===== src/rtl/c17_bist_ctrl.sv =====
// BIST controller for the c17 netlist: 5-bit LFSR pattern source, 8-bit MISR
// response compactor, and a golden-signature compare at the end of each run.
//
// state   | meaning
// --------+----------------------------------------------------------
// ST_IDLE | waiting for start, pattern bus held at zero
// ST_RUN  | one pattern driven and captured per cycle
// ST_DONE | run complete, done/pass held until the next start
module c17_bist_ctrl #(
  parameter int unsigned PATTERN_COUNT = 32,
  parameter logic [4:0]  LFSR_SEED     = 5'h1F,
  parameter logic [7:0]  MISR_SEED     = 8'h00
) (
  input  logic       clk,
  input  logic       rst_n,
  input  logic       start,
  input  logic       abort,
  input  logic [7:0] golden_sig,
  output logic [4:0] pat_out,
  input  logic [1:0] resp_in,
  output logic       busy,
  output logic       done,
  output logic       pass,
  output logic [7:0] signature
);

  // An all-zero LFSR would lock up, so a zero seed is promoted to 1.
  localparam logic [4:0]  SEED_EFF = (LFSR_SEED == 5'h00) ? 5'h01 : LFSR_SEED;
  localparam logic [15:0] LAST_IDX = 16'(PATTERN_COUNT - 1);

  typedef enum logic [1:0] {
    ST_IDLE = 2'd0,
    ST_RUN  = 2'd1,
    ST_DONE = 2'd2
  } state_t;

  state_t      state_q, state_d;
  logic [4:0]  lfsr_q, lfsr_d;
  logic [7:0]  misr_q, misr_d;
  logic [15:0] count_q, count_d;
  logic        pass_q, pass_d;

  logic [4:0]  lfsr_step;
  logic [7:0]  misr_step;
  logic        misr_fb;

  assign lfsr_step = {lfsr_q[3:0], lfsr_q[4] ^ lfsr_q[2]};
  assign misr_fb   = misr_q[7] ^ misr_q[5] ^ misr_q[4] ^ misr_q[3];
  assign misr_step = {misr_q[6:0], misr_fb} ^ {6'b0, resp_in};

  always_ff @(posedge clk or negedge rst_n) begin
    if (!rst_n) begin
      state_q <= ST_IDLE;
      lfsr_q  <= SEED_EFF;
      misr_q  <= 8'h00;
      count_q <= 16'h0000;
      pass_q  <= 1'b0;
    end else begin
      state_q <= state_d;
      lfsr_q  <= lfsr_d;
      misr_q  <= misr_d;
      count_q <= count_d;
      pass_q  <= pass_d;
    end
  end

  always_comb begin
    state_d = state_q;
    lfsr_d  = lfsr_q;
    misr_d  = misr_q;
    count_d = count_q;
    pass_d  = pass_q;
    case (state_q)
      ST_IDLE, ST_DONE: begin
        if (start) begin
          state_d = ST_RUN;
          lfsr_d  = SEED_EFF;
          misr_d  = MISR_SEED;
          count_d = 16'h0000;
          pass_d  = 1'b0;
        end
      end
      ST_RUN: begin
        if (abort) begin
          // Partial signature is left visible; no capture this cycle.
          state_d = ST_IDLE;
          pass_d  = 1'b0;
        end else begin
          lfsr_d = lfsr_step;
          misr_d = misr_step;
          if (count_q == LAST_IDX) begin
            state_d = ST_DONE;
            pass_d  = (misr_step == golden_sig);
          end else begin
            count_d = count_q + 16'd1;
          end
        end
      end
      default: state_d = ST_IDLE;
    endcase
  end

  assign busy      = (state_q == ST_RUN);
  assign done      = (state_q == ST_DONE);
  assign pat_out   = busy ? lfsr_q : 5'h00;
  assign pass      = pass_q;
  assign signature = misr_q;

endmodule


===== config.mk =====
export PLATFORM = sky130hd
export DESIGN_NAME = c17_bist_ctrl
export DESIGN_NICKNAME = d
export VERILOG_FILES = /design/src/rtl/c17_bist_ctrl.sv
export SDC_FILE = /design/constraint.sdc
export NUM_CORES = 1
export LEC_CHECK = 0
export BUFFER_PORTS_ARGS = -buffer_cell sky130_fd_sc_hd__buf_2
export CELL_PAD_IN_SITES_DETAIL_PLACEMENT = 0
export CELL_PAD_IN_SITES_GLOBAL_PLACEMENT = 1
export CORE_MARGIN = 2
export CORE_UTILIZATION = 30
export DETAILED_ROUTE_END_ITERATION = 8
export HOLD_SLACK_MARGIN = 0.1
export PLACE_DENSITY = 0.63
export REMOVE_ABC_BUFFERS = 1
export SYNTH_ARGS = -nofsm -noshare
export SYNTH_HDL_FRONTEND = slang
export SYNTH_SLANG_ARGS = --single-unit

===== constraint.sdc =====
create_clock -name clk -period 2.4 [get_ports clk]
set_clock_uncertainty 0.05 [all_clocks]
set_input_delay 0.48 -clock clk [delete_from_list [all_inputs] [get_ports clk]]
set_output_delay 0.48 -clock clk [all_outputs]
set_load 0.02 [all_outputs]

==> results of run 1 <==
==> layer usage <==
metal | global-route usage, % | vias up | share of wire [%]
li1 | - | 668 | -
met1 | 15.56 | 656 | 46
met2 | 21.02 | 29 | 48
met3 | 3.523 | 7 | 4.9
met4 | 5.345 | 0 | 1.3
met5 | 0 | - | 0
==> report_power, final <==
| group | internal [mW] | switching (mW) |
|---|---|---|
| sequential | 0.606 | 0.0617 |
| combinational | 0.139 | 0.178 |
| clock | 0.308 | 0.193 |
| total | 1.05 | 0.432 |
==> cells in the final DEF (no fill, tap or decap), types with 2 or more instances in the layout <==
cell | synthesis | routed
buf_2 | 2 | 29
dfrtp_1 | 27 | 27
a21oi_1 | 12 | 12
xnor2_1 | 11 | 11
nand2_1 | 11 | 11
nand3_1 | 10 | 10
nor2_1 | 8 | 8
o21ai_0 | 7 | 7
a22o_1 | 7 | 7
and2_1 | 6 | 6
clkbuf_8 | 0 | 5
dfstp_2 | 5 | 5
nand4_1 | 4 | 4
and4_1 | 4 | 4
or4_1 | 4 | 4
inv_1 | 4 | 4
or3_1 | 4 | 4
buf_4 | 0 | 4
nor4_1 | 3 | 3
xor2_1 | 3 | 3
mux2i_1 | 3 | 3
o31ai_1 | 3 | 3
and2b_1 | 2 | 2
nor3_1 | 2 | 2
nand2b_1 | 2 | 2
a31oi_1 | 2 | 2
o22a_1 | 2 | 2
==> worst paths after layout <==
check / from / endpoint / depth (start not counted)
setup / recovery: state_q[0]$_DFFE_PN0P_ / pat_out[3] / 3
hold / removal: rst_n / state_q[1]$_DFFE_PN0P_ / 1
setup reg to reg: state_q[0]$_DFFE_PN0P_ / count_q[11]$_DFFE_PN0P_ / 4
hold reg to reg: lfsr_q[3]$_DFFE_PN1P_ / lfsr_q[3]$_DFFE_PN1P_ / 2
max in group asynchronous: rst_n / count_q[13]$_DFFE_PN0P_ / 1
min in group clk: start / state_q[1]$_DFFE_PN0P_ / 3
==> flip-flops by register name (all words and copies together), names as in the netlist <==
register,flops
signature,8
state_q,2
pass,1
count_q,16
lfsr_q,5
==> cell families (layout without fill, tap and decap cells) <==
family,Yosys count,count (layout),synth area share [%]
compound gates,37,37,14.55
xor+xnor,16,16,9.919
fa+ha+maj,1,1,0.7346
buf+inv,12,45,3.233
flops,32,32,47.39
mux,4,4,2.425
simple gates,64,64,21.75
==> stage by stage <==
stage / power [mW] / util, % / cell area (µm²) / hold WS (ps) / setup WS (ps)
finish: 1.485 / 36.97 / 2036 / 203.2 / 346.9
global route: 1.589 / 36.97 / 2036 / 248.7 / 171.2
CTS: 1.512 / 36.97 / 2036 / 226.8 / 279.1
detailed placement: 1.001 / 35.01 / 1928 / 451.4 / 418.8
global placement: 1.002 / 35.01 / 1928 / 444.5 / 374.0
floorplan: 0.8811 / - / 1663 / 134.4 / 434.7
==> layout make-up <==
| cell class | count | share of cell area [%] |
|---|---|---|
| Multi-Input combinational cell | 122 | 41.30 |
| Sequential cell | 32 | 39.64 |
| Timing Repair Buffer | 33 | 8.605 |
| Tap cell | 72 | 4.425 |
| Clock buffer | 6 | 3.565 |
| Clock inverter | 2 | 1.721 |
| Inverter | 4 | 0.7376 |
==> results.json, run 1 <==
{
  "outcome": "complete, no violations",
  "grt_antenna_before_repair": 0,
  "drive_gt1_share_pct": 24.62,
  "tns_ps": 0,
  "cts_max_level": 2,
  "cts_hold_buf": 0,
  "initial_core_util_pct": 30.92,
  "final_cells": 271,
  "routabilityCongestion": 0.7625,
  "relSlewSlack_pct": 51.80,
  "drt_wl_total_mm": 3.501,
  "cts_root_buffer": "clkbuf_8",
  "grt-ovfl-total": 0,
  "crit_arrival_ps": 1520,
  "die_area_mm2": 0.006295,
  "r2r_slack_ps": 470,
  "worstSetupPathType": "flop to primary output",
  "yosys-top-cells-count": "27 x dfrtp_1, 12 x a21oi_1, 11 x nand2_1, 11 x xnor2_1, 10 x nand3_1",
  "fin_crit_sh_pct": 85.55,
  "slowest_stage": "nor2b_1",
  "grtUsageTotal_pct": 12.71,
  "syn_to_final_growth_pct": 19.54,
  "post_cts_resized": 0,
  "end_kind": "primary output",
  "cts_tree": "yes",
  "ys_warn_count": 0,
  "grt_pass1_vias": 1375,
  "multi_input_area_um2": 840.8,
  "critical_path_buf_inv_count": 1,
  "die_h_um": 79.34,
  "cpPeakStageDelay_ps": 460,
  "drv_cap": 0,
  "synthCells": 166,
  "cp.required_ps": 1870,
  "fp.dieW_um": 79.34,
  "ys_types": 39,
  "drt_iter0_markers": 33,
  "synth-seq-area-share_pct": 47.39,
  "grt_pass1_wl_mm": 6.237,
  "dp.cells": 263,
  "yosysTopAreaCell": "dfrtp_1",
  "synth_top_area_share_pct": 39.68,
  "crit_chain": "nor2b_1 > and2_1 > buf_2",
  "min_period_ps": 2053,
  "grt_max_degree": 33,
  "cp-start-kind": "flop",
  "cts.clk_slew.worst_paths_ps": 70,
  "synthFlopType": "dfrtp_1",
  "hpwl_mm": 2.605,
  "setup_violations": 0,
  "slew_viol_final": 0,
  "core_area_mm2": 0.005507,
  "worstMarginPinSlew_ps": 723.0,
  "synth_edf_count": 0,
  "avgSynthCellArea_um2": 10.26,
  "via_per_inst": 5.018,
  "p_leak_nw": 0.9015,
  "ios": 30,
  "synthTopCellsByArea": "dfrtp_1 40%, dfstp_2 7.7%, xnor2_1 5.7%",
  "syn_area_mm2": 0.001703,
  "worstSkewPairLatency_ps": 280,
  "hold_path_class": "primary input to asynchronous set/reset pin",
  "fp-row-count": 27,
  "drt-pass1-iter-count": 4,
  "rsz0062_at_grt": "no",
  "drc": 0,
  "ys_async_sr_fraction_pct": 100.0,
  "io_buffers": 29,
  "ir_drop_uv": 314.8,
  "finalHoldViolations": 0,
  "yosys.cell_count.top_type": "dfrtp_1",
  "clock_path_buffers": 2,
  "drtAntennaViolNets": 0,
  "postCtsSetupBuffers": 0,
  "fillers": 567,
  "cts_num_sinks": 32,
  "cts_buffers": 5,
  "wire_per_inst_um": 12.92,
  "synth_seq_cells": 32,
  "cp_max_fo": 9,
  "fmax_mhz": 487.1,
  "power_density_mw_per_mm2": 729.7,
  "final_nets": 213,
  "dr_total_vias": 1360,
  "diodes": 0,
  "path_delay_family": "simple AND/OR/NAND/NOR gates",
  "register_area_um2": 807.0
}
Power figures use the tool's default switching activity.
==> run 2, diff against run 1 <==
- CORE_ASPECT_RATIO: unset -> 0.6
==> results.json, run 2 (synthesis gave the netlist of run 1 again) <==
{
  "layout_commonest_cell": "buf_2",
  "hold_path_class": "primary input to asynchronous set/reset pin",
  "mostFrequentLayoutCells": "29 x buf_2, 27 x dfrtp_1, 12 x a21oi_1",
  "fp-row-count": 21,
  "drt-pass1-iter-count": 4,
  "postCtsSetupBuffers": 0,
  "dr_wl_met3_um": 223,
  "dpl_cell_area_mm2": 0.001909,
  "grt_max_degree": 33,
  "die_h_um": 62.36,
  "fp.dieW_um": 101.3,
  "cts_tree": "yes",
  "initial_core_util_pct": 30.86,
  "via_per_inst": 4.914,
  "routabilityCongestion": 0.7344,
  "crit_arrival_ps": 1590,
  "max_flop_register": "count_q",
  "fin_crit_sh_pct": 88.28,
  "drt_iter0_markers": 68,
  "io_buffers": 29,
  "drc": 0,
  "relSlewSlack_pct": 51.93,
  "syn_to_final_growth_pct": 18.00,
  "core_area_mm2": 0.005518,
  "cts_max_level": 2,
  "finalHoldViolations": 0,
  "power_density_mw_per_mm2": 719.7,
  "worstMarginPinSlew_ps": 721.0,
  "ir_drop_uv": 312.3,
  "fmax_mhz": 472.0,
  "largest_reg_flops": 16,
  "wl_met2_mm": 1.383,
  "met1_length_mm": 2.269,
  "cp.required_ps": 1870,
  "grt_antenna_before_repair": 0,
  "drive_gt1_share_pct": 23.86,
  "fin_util_pct": 36.42,
  "rsz0062_at_grt": "no",
  "cp_max_fo": 9,
  "cts_buffers": 5,
  "final_nets": 211,
  "cts_num_sinks": 32,
  "cp-start-kind": "flop",
  "outcome": "complete, no violations",
  "reg2reg_from": "count_q[0]$_DFFE_PN0P_",
  "diodes": 0,
  "tns_ps": 0,
  "p_leak_nw": 0.8879,
  "grtUsageTotal_pct": 13.34,
  "crit_chain": "nor2b_1 > and2_1 > buf_2",
  "ios": 30,
  "hold_ws_ps": 200.0,
  "dr_total_vias": 1307,
  "drtAntennaViolNets": 0,
  "grt_pass1_vias": 1217,
  "setup_violations": 0,
  "drv_cap": 0,
  "slew_viol_final": 0,
  "cts.clk_slew.worst_paths_ps": 70,
  "fillers": 567,
  "min_period_ps": 2119,
  "cts_root_buffer": "clkbuf_8",
  "post_cts_resized": 0,
  "worstSetupPathType": "flop to primary output",
  "crit_path_start": "state_q[0]$_DFFE_PN0P_",
  "wire_per_inst_um": 14.64,
  "clock_path_buffers": 2,
  "cts_hold_buf": 0,
  "hpwl_mm": 2.898,
  "routed.top_layer": "met4",
  "slowest_stage": "nor2b_1",
  "end_kind": "primary output",
  "fin_area_mm2": 0.002009,
  "drt_wl_total_mm": 3.894,
  "cpPeakStageDelay_ps": 510,
  "grt-ovfl-total": 0,
  "worstSkewPairLatency_ps": 280,
  "die_area_mm2": 0.006315,
  "grt_pass1_wl_mm": 6.486
}
## run 2: cell count changes in the layout (fill, tap and decap cells not counted), sizes merged
cell    delta
buf        -2
clkbuf     +2
bufinv     -1
clkinv     -1
## run 2: final timing paths
path                                             to  slack [ps]  depth (start not counted)
hold reg to reg               lfsr_q[3]$_DFFE_PN1P_         460                          2
hold / removal              count_q[10]$_DFFE_PN0P_         200                          1
setup reg to reg                   pass$_DFFE_PN0P_         440                          5
setup / recovery                         pat_out[3]         280                          3
max in group asynchronous  signature[1]$_DFFE_PN0P_        1640                          1
min in group clk              lfsr_q[3]$_DFFE_PN1P_         460                          2
## run 2: cell type report
| class | count | area, µm² | share of cell area, % |
|---|---|---|---|
| clock buffer | 8 | 100.1 | 4.981 |
| multi-input combinational | 122 | 840.8 | 41.84 |
| timing repair buffer | 31 | 160.2 | 7.970 |
| tap | 69 | 86.33 | 4.296 |
| sequential | 32 | 807.0 | 40.16 |
| inverter | 4 | 15.01 | 0.7472 |
## run 2: power breakdown
| group | switching [mW] | leakage (nW) | internal (mW) |
|---|---|---|---|
| clock | 0.198 | 0.0515 | 0.262 |
| combinational | 0.179 | 0.414 | 0.133 |
| sequential | 0.0679 | 0.422 | 0.606 |
| total | 0.445 | 0.888 | 1.00 |
## run 2: layer usage
layer / vias to the layer above / global-route usage, %
li1: 672 / -
met1: 599 / 22.74
met2: 34 / 15.23
met3: 2 / 4.505
met4: 0 / 3.041
met5: - / 0
## run 2: metrics by stage
| step | power, mW | instances | setup WS [ps] |
|---|---|---|---|
| finish | 1.446 | 266 | 281.4 |
| global route | 1.537 | 266 | 86.95 |
| CTS | 1.463 | 266 | 268.0 |
| detailed placement | 0.9997 | 258 | 432.9 |
| global placement | 1.004 | 258 | 457.9 |
| floorplan | 0.8811 | 158 | 434.7 |
## run 2: critical path: cells and delay by family, from the launching register on
family,cells,cell delay (ps)
buffers and inverters,1,160
flip-flops,1,440
AND/OR/NAND/NOR,2,710
